$ cat src/rtl/vram_arbiter.sv
// ---------------------------------------------------------------------------
// vram_arbiter
//
// Shares one single-port synchronous video RAM between the display fetch path
// and a host (CPU) port. Display reads take fixed slots one word ahead of the
// beam, once every PX_PER_WORD pixels inside the fetch window. The host gets
// any cycle that is not a display slot, through a req/ack handshake that
// completes at most one access every two cycles.
//
// Optional feature:
//   VRAM_BLANK_ONLY_EN  when defined, the host is granted only outside the
//                       fetch window, so the visible image never tears.
//
// Ports:
//   clk          pixel clock
//   rstn         asynchronous active-low reset
//   hc, vc       horizontal / vertical counters from the sync generator
//   host_req     host request, held until host_ack
//   host_we      1 = write, 0 = read, stable while host_req is high
//   host_addr    host word address
//   host_wdata   host write data
//   host_ack     one-cycle completion pulse (registered)
//   host_rdata   read data, valid while host_ack is high
//   mem_en       RAM access enable
//   mem_we       RAM write enable
//   mem_addr     RAM word address
//   mem_wdata    RAM write data
//   mem_rdata    RAM read data, valid one cycle after a read is issued
//   disp_data    latest fetched display word (registered)
//   disp_valid   one-cycle pulse when disp_data updates
//
// Host FSM:
//   state  | meaning
//   S_IDLE | no host access in flight; may grant this cycle
//   S_ACK  | access granted last cycle; host_ack high, no new grant
// ---------------------------------------------------------------------------
module vram_arbiter #(
  parameter int ADDR_W      = 16,
  parameter int DATA_W      = 8,
  parameter int PX_PER_WORD = 8,
  parameter int H_BLANK     = 160,
  parameter int V_BLANK     = 45,
  parameter int HPIXELS     = 800,
  parameter int VLINES      = 525
) (
  input  logic              clk,
  input  logic              rstn,
  input  logic [9:0]        hc,
  input  logic [9:0]        vc,
  input  logic              host_req,
  input  logic              host_we,
  input  logic [ADDR_W-1:0] host_addr,
  input  logic [DATA_W-1:0] host_wdata,
  output logic              host_ack,
  output logic [DATA_W-1:0] host_rdata,
  output logic              mem_en,
  output logic              mem_we,
  output logic [ADDR_W-1:0] mem_addr,
  output logic [DATA_W-1:0] mem_wdata,
  input  logic [DATA_W-1:0] mem_rdata,
  output logic [DATA_W-1:0] disp_data,
  output logic              disp_valid
);

  localparam logic [9:0] WIN_H_LO = 10'(H_BLANK - PX_PER_WORD);
  localparam logic [9:0] WIN_H_HI = 10'(HPIXELS - PX_PER_WORD);
  localparam logic [9:0] WIN_V_LO = 10'(V_BLANK);
  localparam logic [9:0] WIN_V_HI = 10'(VLINES);
  localparam logic [9:0] WORD_MSK = 10'(PX_PER_WORD - 1);

  typedef enum logic {S_IDLE, S_ACK} state_e;

  state_e              state_q, state_d;
  logic [ADDR_W-1:0]   disp_addr_q, disp_addr_d;
  logic                fetch_q;        // display read was issued last cycle
  logic                disp_valid_q;
  logic [DATA_W-1:0]   disp_data_q;

  logic                in_window;
  logic                disp_slot;
  logic                host_allowed;
  logic                grant;

  // Window is one word ahead of active video so the first word is ready
  // by the time the serializer needs it.
  assign in_window = (vc >= WIN_V_LO) && (vc < WIN_V_HI) &&
                     (hc >= WIN_H_LO) && (hc < WIN_H_HI);
  assign disp_slot = in_window && ((hc & WORD_MSK) == 10'd0);

`ifdef VRAM_BLANK_ONLY_EN
  assign host_allowed = !in_window;
`else
  assign host_allowed = 1'b1;
`endif

  // rstn gates the grant so nothing reaches the RAM while in reset.
  assign grant = rstn && (state_q == S_IDLE) && host_req &&
                 !disp_slot && host_allowed;

  // ---------------- FSM: state register ----------------
  always_ff @(posedge clk or negedge rstn) begin
    if (!rstn) state_q <= S_IDLE;
    else       state_q <= state_d;
  end

  // ---------------- FSM: next state ----------------
  always_comb begin
    state_d = state_q;
    case (state_q)
      S_IDLE:  if (grant) state_d = S_ACK;
      S_ACK:   state_d = S_IDLE;
      default: state_d = S_IDLE;
    endcase
  end

  // ---------------- FSM: outputs ----------------
  always_comb begin
    host_ack  = (state_q == S_ACK);
    mem_en    = 1'b0;
    mem_we    = 1'b0;
    mem_addr  = '0;
    mem_wdata = '0;
    if (rstn && disp_slot) begin
      mem_en   = 1'b1;
      mem_addr = disp_addr_q;
    end else if (grant) begin
      mem_en    = 1'b1;
      mem_we    = host_we;
      mem_addr  = host_addr;
      mem_wdata = host_wdata;
    end
  end

  assign host_rdata = mem_rdata;

  // ---------------- display address and fetch pipeline ----------------
  // Linear word address: cleared at frame origin, bumped after each slot,
  // so no line*width multiply is needed.
  always_comb begin
    disp_addr_d = disp_addr_q;
    if (hc == 10'd0 && vc == 10'd0) disp_addr_d = '0;
    else if (disp_slot)             disp_addr_d = disp_addr_q + ADDR_W'(1);
  end

  always_ff @(posedge clk or negedge rstn) begin
    if (!rstn) begin
      disp_addr_q  <= '0;
      fetch_q      <= 1'b0;
      disp_valid_q <= 1'b0;
      disp_data_q  <= '0;
    end else begin
      disp_addr_q  <= disp_addr_d;
      fetch_q      <= disp_slot;
      disp_valid_q <= fetch_q;
      if (fetch_q) disp_data_q <= mem_rdata;
    end
  end

  assign disp_data  = disp_data_q;
  assign disp_valid = disp_valid_q;

endmodule

$ cat config.mk
export PLATFORM = sky130hd
export DESIGN_NAME = vram_arbiter
export DESIGN_NICKNAME = d
export VERILOG_FILES = /design/src/rtl/vram_arbiter.sv
export SDC_FILE = /design/constraint.sdc
export NUM_CORES = 1
export LEC_CHECK = 0
export CAP_MARGIN = 20
export CORE_MARGIN = 1
export CORE_UTILIZATION = 25
export DETAILED_ROUTE_END_ITERATION = 8
export DONT_BUFFER_PORTS = 1
export PLACE_DENSITY = 0.44
export SLEW_MARGIN = 20
export SYNTH_ARGS = -nofsm -noshare
export SYNTH_HDL_FRONTEND = slang
export SYNTH_SLANG_ARGS = --single-unit
export TNS_END_PERCENT = 5
$ cat constraint.sdc
create_clock -name clk -period 2.34 [get_ports clk]
set_input_delay 0.468 -clock clk [delete_from_list [all_inputs] [get_ports clk]]
set_output_delay 0.468 -clock clk [all_outputs]
set_load 0.01 [all_outputs]
==> After elaboration in Yosys (flattened, before gate mapping) <==
Index checks and enable logic that the tools add are counted.
{ "classes": {"addsub": 1, "n_lt_le_gt_ge": 4, "muxes": 11, "bitwise_logic": 1, "n_reduce_logical": 14} }
{ "ops": {"columns": ["operator", "n"], "rows": [
  ["16-bit two-way mux", 4],
  ["10-bit zero test", 3],
  ["10-bit less-than comparator (second input constant)", 2],
  ["16-bit by 1-bit adder with 16-bit output (second input constant)", 1],
  ["8-bit two-way mux", 2],
  ["10-bit by 6-bit >= comparator with 1-bit output (second input constant)", 1],
  ["10-bit by 8-bit >= comparator with 1-bit output (second input constant)", 1],
  ["1-bit logical AND", 9],
  ["1-bit two-way mux", 4],
  ["1-bit one-hot mux with 2 select lines", 1],
  ["2-bit nonzero test", 1],
  ["1-bit zero test", 1],
  ["1-bit NOT", 1]
]} }
{ "word_totals": {"reg_bits": 27, "inputBits": 56, "out_inout_bits": 44, "wordCells": 36} }

==> Logic depth before layout (Yosys ltp) <==
Gate-level depths: netlist of the first run.
{ "logic_depth": {"word_depth": 9, "mapped_depth": 8, "depth_no_buf": 6} }

==> Worst setup path before layout of the first run <==
Ideal clock, no wire load.
{ "synth_path": {"kind": "in2out", "from": "input hc[4]", "to": "output mem_addr[10]", "arrival_time_ps": 1919, "t_required_ps": 1872, "slack_ps": -47, "cell_stages": 7, "path_buffers": 2, "path_cell_list": "a211o_1 > a211o_1 > o211ai_2 > or2_1 > clkbuf_1 > buf_2 > mux2i_1"} }
{ "synth_between": {"elab_chain_len": 8, "elab_cells_between_ends": 10, "cone_classes": "order compare: 2; mux: 2; reduce/logical: 6"} }
{ "synth_rtl": {"columns": ["item", "line_no", "text"], "rows": [
  ["from (decl)", "48", "input logic [9:0] hc,"],
  ["10-bit by 8-bit >= comparator with 1-bit output", "87", "(hc >= WIN_H_LO) && (hc < WIN_H_HI);"],
  ["1-bit logical AND", "86", "assign in_window = (vc >= WIN_V_LO) && (vc < WIN_V_HI) &&"],
  ["1-bit logical AND *", "87", null],
  ["1-bit logical AND *", "88", "assign disp_slot = in_window && ((hc & WORD_MSK) == 10'd0);"],
  ["1-bit zero test", "98", "!disp_slot && host_allowed;"],
  ["1-bit logical AND", "97", "assign grant = rstn && (state_q == S_IDLE) && host_req &&"],
  ["16-bit two-way mux", "126", "end else if (grant) begin"],
  ["16-bit two-way mux *", "123", "if (rstn && disp_slot) begin"],
  ["to (decl)", "58", "output logic [ADDR_W-1:0] mem_addr,"]
]} }
Every way passes the cells marked *; elsewhere a longest branch is shown, timed or not.

==> Worst setup path after layout of the first run <==
{ "layout_path": {"from": "input hc[4]", "to": "output mem_we"} }
{ "layout_between": {"elab_chain_len": 8, "elab_cells_between_ends": 10, "cone_classes": "order compare: 2; mux: 2; reduce/logical: 6"} }
{ "layout_rtl": {"columns": ["item", "line_no", "text"], "rows": [
  ["10-bit by 8-bit >= comparator with 1-bit output", "87", null],
  ["1-bit logical AND", "86", null],
  ["1-bit logical AND *", "87", null],
  ["1-bit logical AND *", "88", null],
  ["1-bit zero test", "98", null],
  ["1-bit logical AND", "97", null],
  ["1-bit two-way mux", "126", null],
  ["1-bit two-way mux *", "123", null],
  ["to (decl)", "57", "output logic mem_we,"]
]} }
Marked as above.

==> impl_results.md, run 1 <==
* Status: finished, final reports clean
* Final setup margin at slightly above 0.06 ns
* Clock slew at reported path FFs at between 0.1 and 0.15 ns
* Global Route met1 Usage at 0.155
* Via count at 1,593
* Synth Area in Adders at 0.00664
* Static leakage at around 0.00087 uW
* Hold Path Class: input port to flip-flop
* Post-Syn Nets at roughly 270
* Setup TNS at 0 ns
* Clock sink total at 27
* Via density at 5.21
* H-tree depth at 1
* Antenna Violating Nets Remaining at 0
* Die Ht at 88.8 um
* Synth warn at 0
* Overflow after GRT at 0
* CTS Buffer Depth at 2
* WL/cell at 15.7 um
* Root buf cell: clkbuf_8
* Post-synthesis mux area share at 0.133
* Overall routed net length at 4.82 mm
* Reg2reg start: disp_addr_q[0]
* Fin util at 0.303
* Busiest grt layer: met2
* Synth area leader: dfrtp_1
* RePlAce Congestion at about 0.7
* Final setup vio count at 0
* Storage cell area at between 600 and 700 sq um
* First-pass GRT wire length at just over 7 mm
* Final Hold Fails at 0
* DRC Markers at 0
* Peak VDD IR at approximately 0.25 mV
* Ys async rst share at 1.00
* M2 GR Usage at 0.199
* Max Clk Rate at approximately 440 MHz
* Worst setup path start: hc[4]
* Initial antenna violation count at 0
* Die width at 88.8 um
* Maximum fanout along the worst path at 11
* Clk_skew at approximately 0.0042 ns
* Proportion of layout cells with a drive suffix above 1 at 0.251
* Number of global-route vias before repair at 1,475
* Critical path class: input port to output port
* Placed Cells at 296
* Final Non-Filler Cells at roughly 310
* Slew Limit Fails at 0
* Die area at around 7900 sq um
* Fin crit share at 0.974
* Pre-CTS setup slack at -0.0304 ns
* MaxCap Viol Count at 0
* Cells after synthesis at 210
* CP endpoint kind: output port
* Fin nets at around 270
* Slew @ Worst Pin at 0.490 ns
* Worst-Skew Late Latency at about 0.27 ns
* Port bufs at 0
* Mean area per synthesized cell at between 8 and 9 sq um
* CORE AREA at just over 7000 sq um
* Power per standard cell area at about 500 nW/um^2
* Synth Area in Simple Gates at 0.264
* Starting DRT DRC Count at 94
* Synth top area cells: dfrtp_1 (36%), mux2i_1 (8.5%), nand2_1 (7.8%), o31ai_1 (5.2%), mux2_2 (4.8%)
* Pre-Repair DR Iteration Count at 4
* Synth Area in Compound Gates at 0.142
* Post-synth top flop: dfrtp_1
* Unrepaired setup endpoints after global routing: true
* CP arrival at 1.81 ns
* Multi-input logic area at 1130 sq um
* HP Start: mem_rdata[6]
* CTS Buf Count at 3
* I/O pins at 100
* TritonCTS clock tree: yes
* Gr usage total at 0.118
* Sequential share of the synthesized area at 0.359
* Detailed Place HPWL at approximately 3.2 mm
* Main combinational cell family by area after synthesis: simple AND/OR/NAND/NOR gates
* Startpoint Class: input port
* Seq cells post-synth at 27
* Layout fillers at between 700 and 800
* Slew HR at 0.674
* Xor/xnor share of the synthesized area at 0
* WP data required at approximately 1.9 ns
* N_diodes at 0
* Cell Area, Synth at between 1500 and 2000 sq um
* Top cell type's share of synthesized area at 0.359
* Pin count of the biggest net entering global routing at 29
* Cell Rows at 31
* Number of flops mapped to enable cells by yosys at 0
* Yosys cell types at 37
* Met3 usage at 0.0280
* Area grow syn2layout at 16.8%
* Fin crit period at roughly 2.3 ns
* Starting Density at 0.260
-- critical path, cell delays in order --
cell and delay, ns:
a211o_1 0.30, a211o_1 0.27, o211ai_2 0.08, or2_4 0.21, buf_4 0.15, clkbuf_16 0.14
and3_4 0.19
-- routing by layer --
metal,part of all wire,up-vias
met5,0,-
met4,0.0046,0
met3,0.051,2
met1,0.46,772
li1,-,769
met2,0.48,50
-- placed cells by master (no fill, tap or decap), types with 3 or more instances in the layout --
cell type,synthesis,routed
nand2_1,39,39
dfrtp_1,27,27
o31ai_1,13,13
a21oi_1,12,12
buf_4,10,12
or4_1,11,11
mux2i_1,16,9
and3_4,0,9
mux2_2,8,8
nand3_1,6,6
inv_1,4,4
mux2i_2,0,4
and3_1,13,4
o211ai_1,3,3
nor4_1,3,3
mux2i_4,0,3
nand4_1,3,3
clkbuf_8,0,3
-- path summary, 6_finish.rpt --
check                           depth (start not counted)  slack [ns]              end
worst max-delay path                                    7        0.06           mem_we
worst min-delay path                                    1        0.33     disp_data[6]
worst max register to register                          6        0.44  disp_addr_q[12]
worst min register to register                          1        0.54   disp_addr_q[4]
max in group asynchronous                               2        1.57   disp_addr_q[2]
min in group asynchronous                               2        0.61  disp_addr_q[10]
-- cell families (layout without fill, tap and decap cells) --
family | count (synthesis) | after routing
simple gates | 90 | 90
compound gates | 39 | 39
buf+inv | 29 | 26
flops | 27 | 27
mux | 24 | 24
fa+ha+maj | 1 | 1
-- flip-flops by register name, summed over array words and instances, names as in the netlist --
name	flops
fetch_q	1
disp_data	8
disp_addr_q	16
host_ack	1
disp_valid	1
-- where the power goes --
part	switching (uW)	total (uW)	internal [uW]	leakage [uW]
Sequential	74.7	605	531	0.000357
Clock	162	283	121	0.0000217
Combinational	103	209	106	0.000493
Total	339	1100	758	0.000871
-- synthesized netlist by cell type (3+ instances only) --
cell and number:
nor4_1 3, buf_6 4, buf_4 10, o31ai_1 13, clkbuf_1 8, a21oi_1 12, buf_2 3, mux2_2 8
and3_1 13, inv_1 4, nand2_1 39, dfrtp_1 27, or4_1 11, mux2i_1 16, o211ai_1 3, nand4_1 3
nand3_1 6
-- final cells by class --
class	instances	share of cell area
timing repair buffer	18	0.0916
clock inverter	1	0.00341
tap	99	0.0563
sequential	27	0.307
clock buffer	3	0.0188
multi-input combinational	154	0.516
inverter	4	0.00683
-- repair_timing --
action                                  4_1_cts  5_1_grt
endpoints found under the setup margin       10        7
pin swaps                                     0        2
cloned                                        0        2
gates resized for setup                       1       15
endpoints found under the hold margin        27        0
hold buffers                                  2        0
buffers inserted                              0        2
-- stage by stage --
step,hold WS (ns),area [sq um],total power (uW)
after global placement,0.174,1970,793
after CTS,0.328,2050,1100
final,0.333,2200,1100
after global routing,0.309,2200,1170
after floorplan,0.172,1910,772
after detailed placement,0.174,1970,798
No activity file was read; power rests on OpenSTA's default activity.
==> run 2, diff against run 1 <==
--- a/config.mk
+++ b/config.mk
@@ -5,7 +5,6 @@
 export SDC_FILE = /design/constraint.sdc
 export NUM_CORES = 1
 export LEC_CHECK = 0
-export CAP_MARGIN = 20
 export CORE_MARGIN = 1
 export CORE_UTILIZATION = 25
 export DETAILED_ROUTE_END_ITERATION = 8
==> results of run 2 <==
Final layout, timing and power as in run 1 (identical DEF).
